### config.mk
export PLATFORM = sky130hd
export DESIGN_NAME = cp0_count_compare
export DESIGN_NICKNAME = d
export VERILOG_FILES = /design/src/rtl/cp0_count_compare.sv
export SDC_FILE = /design/constraint.sdc
export NUM_CORES = 1
export LEC_CHECK = 0
export CAP_MARGIN = 20
export CORE_MARGIN = 4
export CORE_UTILIZATION = 46
export CTS_BUF_LIST = sky130_fd_sc_hd__clkbuf_8 sky130_fd_sc_hd__clkbuf_16
export DETAILED_ROUTE_END_ITERATION = 16
export PLACE_DENSITY = 0.74
export SYNTH_ARGS = -nofsm -noshare
export SYNTH_HDL_FRONTEND = slang
export SYNTH_SLANG_ARGS = --single-unit
### constraint.sdc
create_clock -name clk -period 5.3 [get_ports clk]
set_clock_uncertainty 0.05 [all_clocks]
set_input_delay 0.53 -clock clk [delete_from_list [all_inputs] [get_ports clk]]
set_output_delay 0.53 -clock clk [all_outputs]
set_load 0.01 [all_outputs]
### src/rtl/cp0_count_compare.sv
// ---------------------------------------------------------------------------
// cp0_count_compare
//   CP0 Count/Compare timer. Count is a free-running 32-bit counter and
//   Compare is written by software. When Count is loaded with a value equal
//   to Compare, the registered level `equal` is set. It feeds the TI bit (IP7)
//   of cp0_Cause, and any Compare write clears it.
//
// Configuration macro:
//   CP0_COUNT_HALFRATE_EN - when defined, Count advances every second cycle
//                           (MIPS32 half pipeline clock). A Count write
//                           restarts the phase. When undefined, Count
//                           advances every cycle.
//
// Ports:
//   clk               in   1   system clock
//   rst               in   1   synchronous reset, active-high
//   mtc0_we           in   1   MTC0 write strobe (one cycle, WB stage)
//   cp0_addr          in   7   CP0 register select {rd, sel}
//   mtc0_data         in   32  MTC0 write data
//   cp0_Count_data    out  32  current Count
//   cp0_Compare_data  out  32  current Compare
//   equal             out  1   timer interrupt pending (registered level)
// ---------------------------------------------------------------------------

`ifndef cp0addr_Count
`define cp0addr_Count 7'h24
`endif
`ifndef cp0addr_Compare
`define cp0addr_Compare 7'h2C
`endif

module cp0_count_compare #(
  parameter logic [31:0] COUNT_INIT   = 32'h0000_0000,
  parameter logic [31:0] COMPARE_INIT = 32'hFFFF_FFFF
) (
  input  logic        clk,
  input  logic        rst,
  input  logic        mtc0_we,
  input  logic [6:0]  cp0_addr,
  input  logic [31:0] mtc0_data,
  output logic [31:0] cp0_Count_data,
  output logic [31:0] cp0_Compare_data,
  output logic        equal
);

  logic [31:0] count;
  logic [31:0] compare;
  logic        equal_q;

  logic        count_wr;
  logic        compare_wr;
  logic        inc_due;
  logic        count_load;
  logic [31:0] count_next;
  logic        match_set;

  always_comb begin
    count_wr   = mtc0_we && (cp0_addr == `cp0addr_Count);
    compare_wr = mtc0_we && (cp0_addr == `cp0addr_Compare);
  end

`ifdef CP0_COUNT_HALFRATE_EN
  // Phase register. An increment is due only on the odd phase. A Count
  // write forces the phase back to 0, so the first increment lands two
  // cycles after the write.
  logic tick;

  always_ff @(posedge clk) begin
    if (rst) begin
      tick <= 1'b0;
    end else if (count_wr) begin
      tick <= 1'b0;
    end else begin
      tick <= ~tick;
    end
  end

  always_comb inc_due = tick;
`else
  always_comb inc_due = 1'b1;
`endif

  // A write takes priority over the increment. The match check uses the
  // value being loaded and the Compare value from before this cycle's write.
  always_comb begin
    count_load = count_wr || inc_due;
    count_next = count_wr ? mtc0_data : count + 32'd1;
    match_set  = count_load && (count_next == compare);
  end

  always_ff @(posedge clk) begin
    if (rst) begin
      count   <= COUNT_INIT;
      compare <= COMPARE_INIT;
      equal_q <= 1'b0;
    end else begin
      if (count_load) begin
        count <= count_next;
      end
      if (compare_wr) begin
        compare <= mtc0_data;
      end
      // Clear beats set when a Compare write coincides with a match.
      if (compare_wr) begin
        equal_q <= 1'b0;
      end else if (match_set) begin
        equal_q <= 1'b1;
      end
    end
  end

  always_comb begin
    cp0_Count_data   = count;
    cp0_Compare_data = compare;
    equal            = equal_q;
  end

endmodule

### After elaboration in Yosys (flattened, before gate mapping)

Cells that the tools add are included.

| storage, ports and cells | value |
|---|---|
| flip-flop bits (word level) | 65 |
| word-level logic and storage cells | 11 |
| input port bits | 42 |

| operators by class | value |
|---|---|
| mux-type cells | 1 |
| eq/ne operators | 3 |
| reduce and logical (&&, ||, !) cells | 3 |
| $add $sub $neg | 1 |

Operators with widths:

| cell | number |
|---|---|
| $add 32x1->32 const B | 1 |
| $eq 32x32->1 | 1 |
| $mux 32 | 1 |
| $eq 7x6->1 const B | 2 |
| $logic_and 1x1->1 | 2 |
| $reduce_or 2->1 | 1 |

### Longest topological paths before layout

| depth | value |
|---|---|
| depth after elaboration | 4 |
| depth in mapped cells | 10 |
| gate-level depth less buffers | 9 |

### Worst setup path after synthesis

OpenSTA, ideal clock, no wires.

| timing path | value |
|---|---|
| path type | register -> register |
| from | register count[0] (netlist: cp0_Count_data[0]) |
| to | register equal_q (netlist: equal) |
| path buffers | 1 |
| arrival | 2.993 ns |
| clock period less this slack | 3.130 ns |
| stages on the path, launching flop included | 11 |
| setup slack | 2.170 ns |
| data required time | 5.163 ns |
| library setup time | 0.087 ns |
| cells stage by stage | dfxtp_1 > ha_1 > nand3_1 > clkbuf_1 > or3_2 > a31oi_1 > xnor2_1 > o31ai_1 > or4_1 > or4_1 > o31ai_1 |

| between the ends | value |
|---|---|
| word-level cells in the longest chain between the ends | 3 |

RTL lines:

| element | line | source |
|---|---|---|
| start, declared | 46 | `logic [31:0] count;` |
| start signal, assigned | 98 | `count <= count_next;` |
| $add 32x1->32 | 87 | `count_next = count_wr ? mtc0_data : count + 32'd1;` |
| $mux 32 | 87 |  |
| $eq 32x32->1 | 88 | `match_set = count_load && (count_next == compare);` |
| end signal, assigned | 95 | `equal_q <= 1'b0;` |
| end signal, assigned | 105 | `equal_q <= 1'b0;` |
| end signal, assigned | 107 | `equal_q <= 1'b1;` |
| end, declared | 48 | `logic equal_q;` |

Every way passes these cells.
A chain may end at the register's enable or synchronous reset.

### Final worst setup path

| timing path | value |
|---|---|
| from | input mtc0_we |
| to | register equal_q (netlist: equal) |

| between the ends | value |
|---|---|
| word-level cells in the longest chain between the ends | 3 |

RTL lines:

| element | line | source |
|---|---|---|
| start, declared | 38 | `input logic mtc0_we,` |
| $logic_and 1x1->1 | 58 | `` count_wr = mtc0_we && (cp0_addr == `cp0addr_Count); `` |
| $mux 32 | 87 |  |
| $eq 32x32->1 | 88 |  |

Parallel ways exist; a longest one is shown, timed or not.

==> reports/qor.csv <==
stage,metric,value,unit
outcome,outcome,completed,
finish,Nets,650,
detailed_routing,Residual DRC,0,
clocking,CTS tree,yes,
worst_setup_path,FF-to-FF Start,cp0_Count_data[0]$_SDFF_PP0_,
placement,HPWL Detailed,10540,microns
floorplan,Die Ht,102.8,microns
placement,pre-CTS setup slack,1241,ps
power,pwr dens,195.9,nW/um^2
detailed_routing,via count,4303,
detailed_routing,drt wl/cell,19.56,microns
power,switching power,0.0002512,W
worst_setup_path,Setup crit end kind,flop,
power,Clock power frac,44.2,%
finish,Fillers,776,
timing,Worst Slack Setup Final,1533,ps
worst_setup_path,CP Cell Sequence,clkdlybuf4s50_1 > or4bb_1 > nor2_1 > nor3_1 > a2111oi_4 > nand4_1 > or4_1 > or4_1 > o31ai_1,
min_path,Worst Hold Class,reg -> reg,
clocking,CTS root buf,clkbuf_8,
floorplan,io pins,107,
power,sw frac,23.55,%
timing,max-slew violation count,0,
detailed_routing,DR vias/cell,5.985,
floorplan,DIE WIDTH,102.8,microns
timing,final hold viol count,0,
timing,Tmin final,3767,ps
worst_setup_path,Crit path required time,5520,ps
finish,multi-input logic area,2649,sq um
placement,Cells after DPL,704,
synthesis,multiplexer area fraction after synthesis,0.2424,%
worst_setup_path,R2R setup slack,1660,ps
worst_setup_path,reg2reg path depth,9,
floorplan,Die ar.,10560,sq um
synthesis,post-synthesis compound-gate area fraction,18.24,%
worst_setup_path,cell repeated most along the worst path,or4_1,
floorplan,starting density of the core,47.36,%
min_path,number of cells on the worst hold path,2,
synthesis,Post-synth EDFFs,0,
synthesis,synthesized flop and latch total,65,
placement,DP Area,5235,sq um
synthesis,syn nets,559,
detailed_routing,number of detailed-route iterations in the first pass,5,
finish,Layout Cells excl Fill,719,
synthesis,Simple-Gate Fraction of Synth Area,32.84,%
finish,register area,1301,sq um
clocking,Sink Count,65,
synthesis,synthesized cell area,4130,sq um
power,total power,0.001066,W
placement,I/O Buffers,106,
finish,area delta synth->final,31.84,%
global_routing,Tot GR Track Use,26.81,%
floorplan,core area,8721,sq um
clocking,CTS-repair resized insts,0,
worst_setup_path,CP Class,in -> reg,
timing,Final TNS setup,0,ps
power,Internal Power,0.0008153,W
timing,Max-slew headroom,28.35,%
placement,gp weighted congestion,0.9289,
clocking,H-tree levels,3,
timing,Final Setup Violations,0,
worst_setup_path,FF-to-FF End,equal$_SDFFE_PP0N_,
power,Pleak,1.947,nW
synthesis,Post-synth top flop,dfxtp_1,
global_routing,pin count of the biggest net entering global routing,66,
min_path,"Endpoint, Worst Hold",equal$_SDFFE_PP0N_,
clocking,CTS hold repair buffers,0,
clocking,post-CTS setup buffers,0,
detailed_routing,Detailed Route Iter0 Violations,276,
finish,layout cells sized above 1,7.038,%
clocking,clk buf depth,2,
synthesis,Synth Instances,516,
synthesis,adder-cell area share of the yosys netlist,0.3029,%
synthesis,Syn Area/Cell,8.004,sq um
timing,RSZ-0062 raised after global routing,false,
worst_setup_path,"Arr. time, crit path",3990,ps
synthesis,"FFs w/ async S/R, synth",0,%
power,worst vdd ir,0.1451,mV
synthesis,largest family of logic cells by synthesized area,simple AND/OR/NAND/NOR gates,
clocking,"CTS clk-pin slew, worst paths",70,ps
detailed_routing,Routed Antenna Nets,0,
global_routing,first-pass GRT wire length,21830,microns
timing,Worst Tran Pin Value,1072,ps
finish,# diodes,0,
clocking,clock latency on the worst-skew pair,350,ps
timing,Fmax,0.2654,GHz
finish,design area,5445,sq um
power,Flop pwr share,46.8,%
worst_setup_path,CP max-delay cell,or4bb_1,
synthesis,Cell variety after synth,68,
synthesis,sequential fraction of the synthesis area,31.51,%
floorplan,row count,34,
flow_run,# Max-Cap Violations,0,
worst_setup_path,CP Max Fanout,10,
power,Comb pwr share,9.1,%
global_routing,total grt overflow,0,
worst_setup_path,Startpoint Class,primary input,
worst_setup_path,CP max stage delay,590,ps
synthesis,xor/xnor share of the synthesized area,12.45,%
global_routing,initial antenna violation count,0,
worst_setup_path,critical path buffer and inverter count,1,
timing,fin crit share,71.08,%
clocking,total CTS buffers,9,
global_routing,number of global-route vias before repair,3930,
worst_setup_path,"delay-heaviest family, CP",simple AND/OR/NAND/NOR gates,
synthesis,Ys Warns,0,
min_path,Hold Crit Start,equal$_SDFFE_PP0N_,
detailed_routing,Routed WL,14070,microns
==> layer usage <==
metal,wire length (microns),vias up,global-route usage [%]
li1,-,2056,-
met1,6422,2041,37.88
met2,6498,181,41.31
met3,926,25,5.413
met4,220,0,8.167
met5,0,-,0
==> cells in the final DEF (no fill, tap or decap), types with 4 or more instances in the layout <==
master,instances
o22ai_1,5
nand3_1,10
nand4_1,17
nor2b_1,4
nor4_1,9
nor3_1,19
clkbuf_8,10
nand2b_1,4
buf_4,5
a211o_1,15
nor2_1,58
o21ai_0,13
a221oi_1,5
nand2_1,66
a31oi_1,4
xnor2_1,37
nand3b_1,23
and2_1,4
a211oi_1,25
dfxtp_1,65
xor2_1,19
inv_1,15
clkdlybuf4s50_1,105
a21oi_1,8
==> cell families after synthesis <==
logic type,count (synthesis)
mux,1
xor+xnor,57
flops,65
compound gates,99
fa+ha+maj,1
simple gates,247
buf+inv,46
==> sequential cells by signal (all words and copies together), names as in the netlist <==
register	flops
equal	1
cp0_Compare_data	32
cp0_Count_data	32
==> layout make-up <==
cell class,count,share of cell area (%)
Sequential cell,65,23.90
Timing Repair Buffer,111,20.08
Inverter,15,1.034
Multi-Input combinational cell,405,48.64
Tap cell,108,2.482
Clock inverter,5,1.333
Clock buffer,10,2.528
==> stage by stage <==
step                      util (%)  hold slack [ps]
final                        62.44            444.9
after CTS                    62.44            445.9
after global placement       60.03            426.4
after floorplan                  -            427.4
after detailed placement     60.03            432.9
after global routing         62.44            464.7
==> tightest hold or removal path, cell delays in order, from the launching register on <==
cell     delay (ps)
dfxtp_1         340
nand2_1          60
o31ai_1          50
==> worst max path at each step <==
stage,startpoint,end,depth (start not counted)
floorplan,cp0_Count_data[0]$_SDFF_PP0_,equal$_SDFFE_PP0N_,10
global placement,cp0_addr[4],equal$_SDFFE_PP0N_,9
detailed placement,mtc0_we,equal$_SDFFE_PP0N_,9
CTS,mtc0_we,equal$_SDFFE_PP0N_,9
global route,cp0_Count_data[0]$_SDFF_PP0_,equal$_SDFFE_PP0N_,9
finish,mtc0_we,equal$_SDFFE_PP0N_,9
==> cells in the mapped netlist (all sizes together) (5+ instances only) <==
| cell type | count | area, sq um |
|---|---|---|
| a211o | 15 | 131.4 |
| a211oi | 25 | 187.7 |
| a21oi | 8 | 40.04 |
| a221oi | 5 | 43.79 |
| buf | 14 | 62.56 |
| clkbuf | 17 | 63.81 |
| dfxtp | 65 | 1301 |
| inv | 15 | 56.31 |
| nand2 | 67 | 251.5 |
| nand3 | 11 | 60.06 |
| nand3b | 23 | 172.7 |
| nand4 | 20 | 152.6 |
| nor2 | 58 | 217.7 |
| nor3 | 21 | 121.4 |
| nor4 | 12 | 102.6 |
| o21ai | 13 | 65.06 |
| o22ai | 5 | 31.28 |
| xnor2 | 37 | 324.1 |
| xor2 | 19 | 166.4 |
==> power groups by stage <==
| stage | Sequential [W] | Clock, W | Combinational (W) |
|---|---|---|---|
| global placement | 0.000510 | 0 | 0.0000951 |
| CTS | 0.000499 | 0.000474 | 0.0000957 |
| finish | 0.000499 | 0.000471 | 0.0000966 |
| floorplan | 0.000510 | 0 | 0.0000355 |
| detailed placement | 0.000510 | 0 | 0.0000950 |
| global route | 0.000499 | 0.000496 | 0.000102 |
Note: power is estimated with default switching activity, not from simulation.
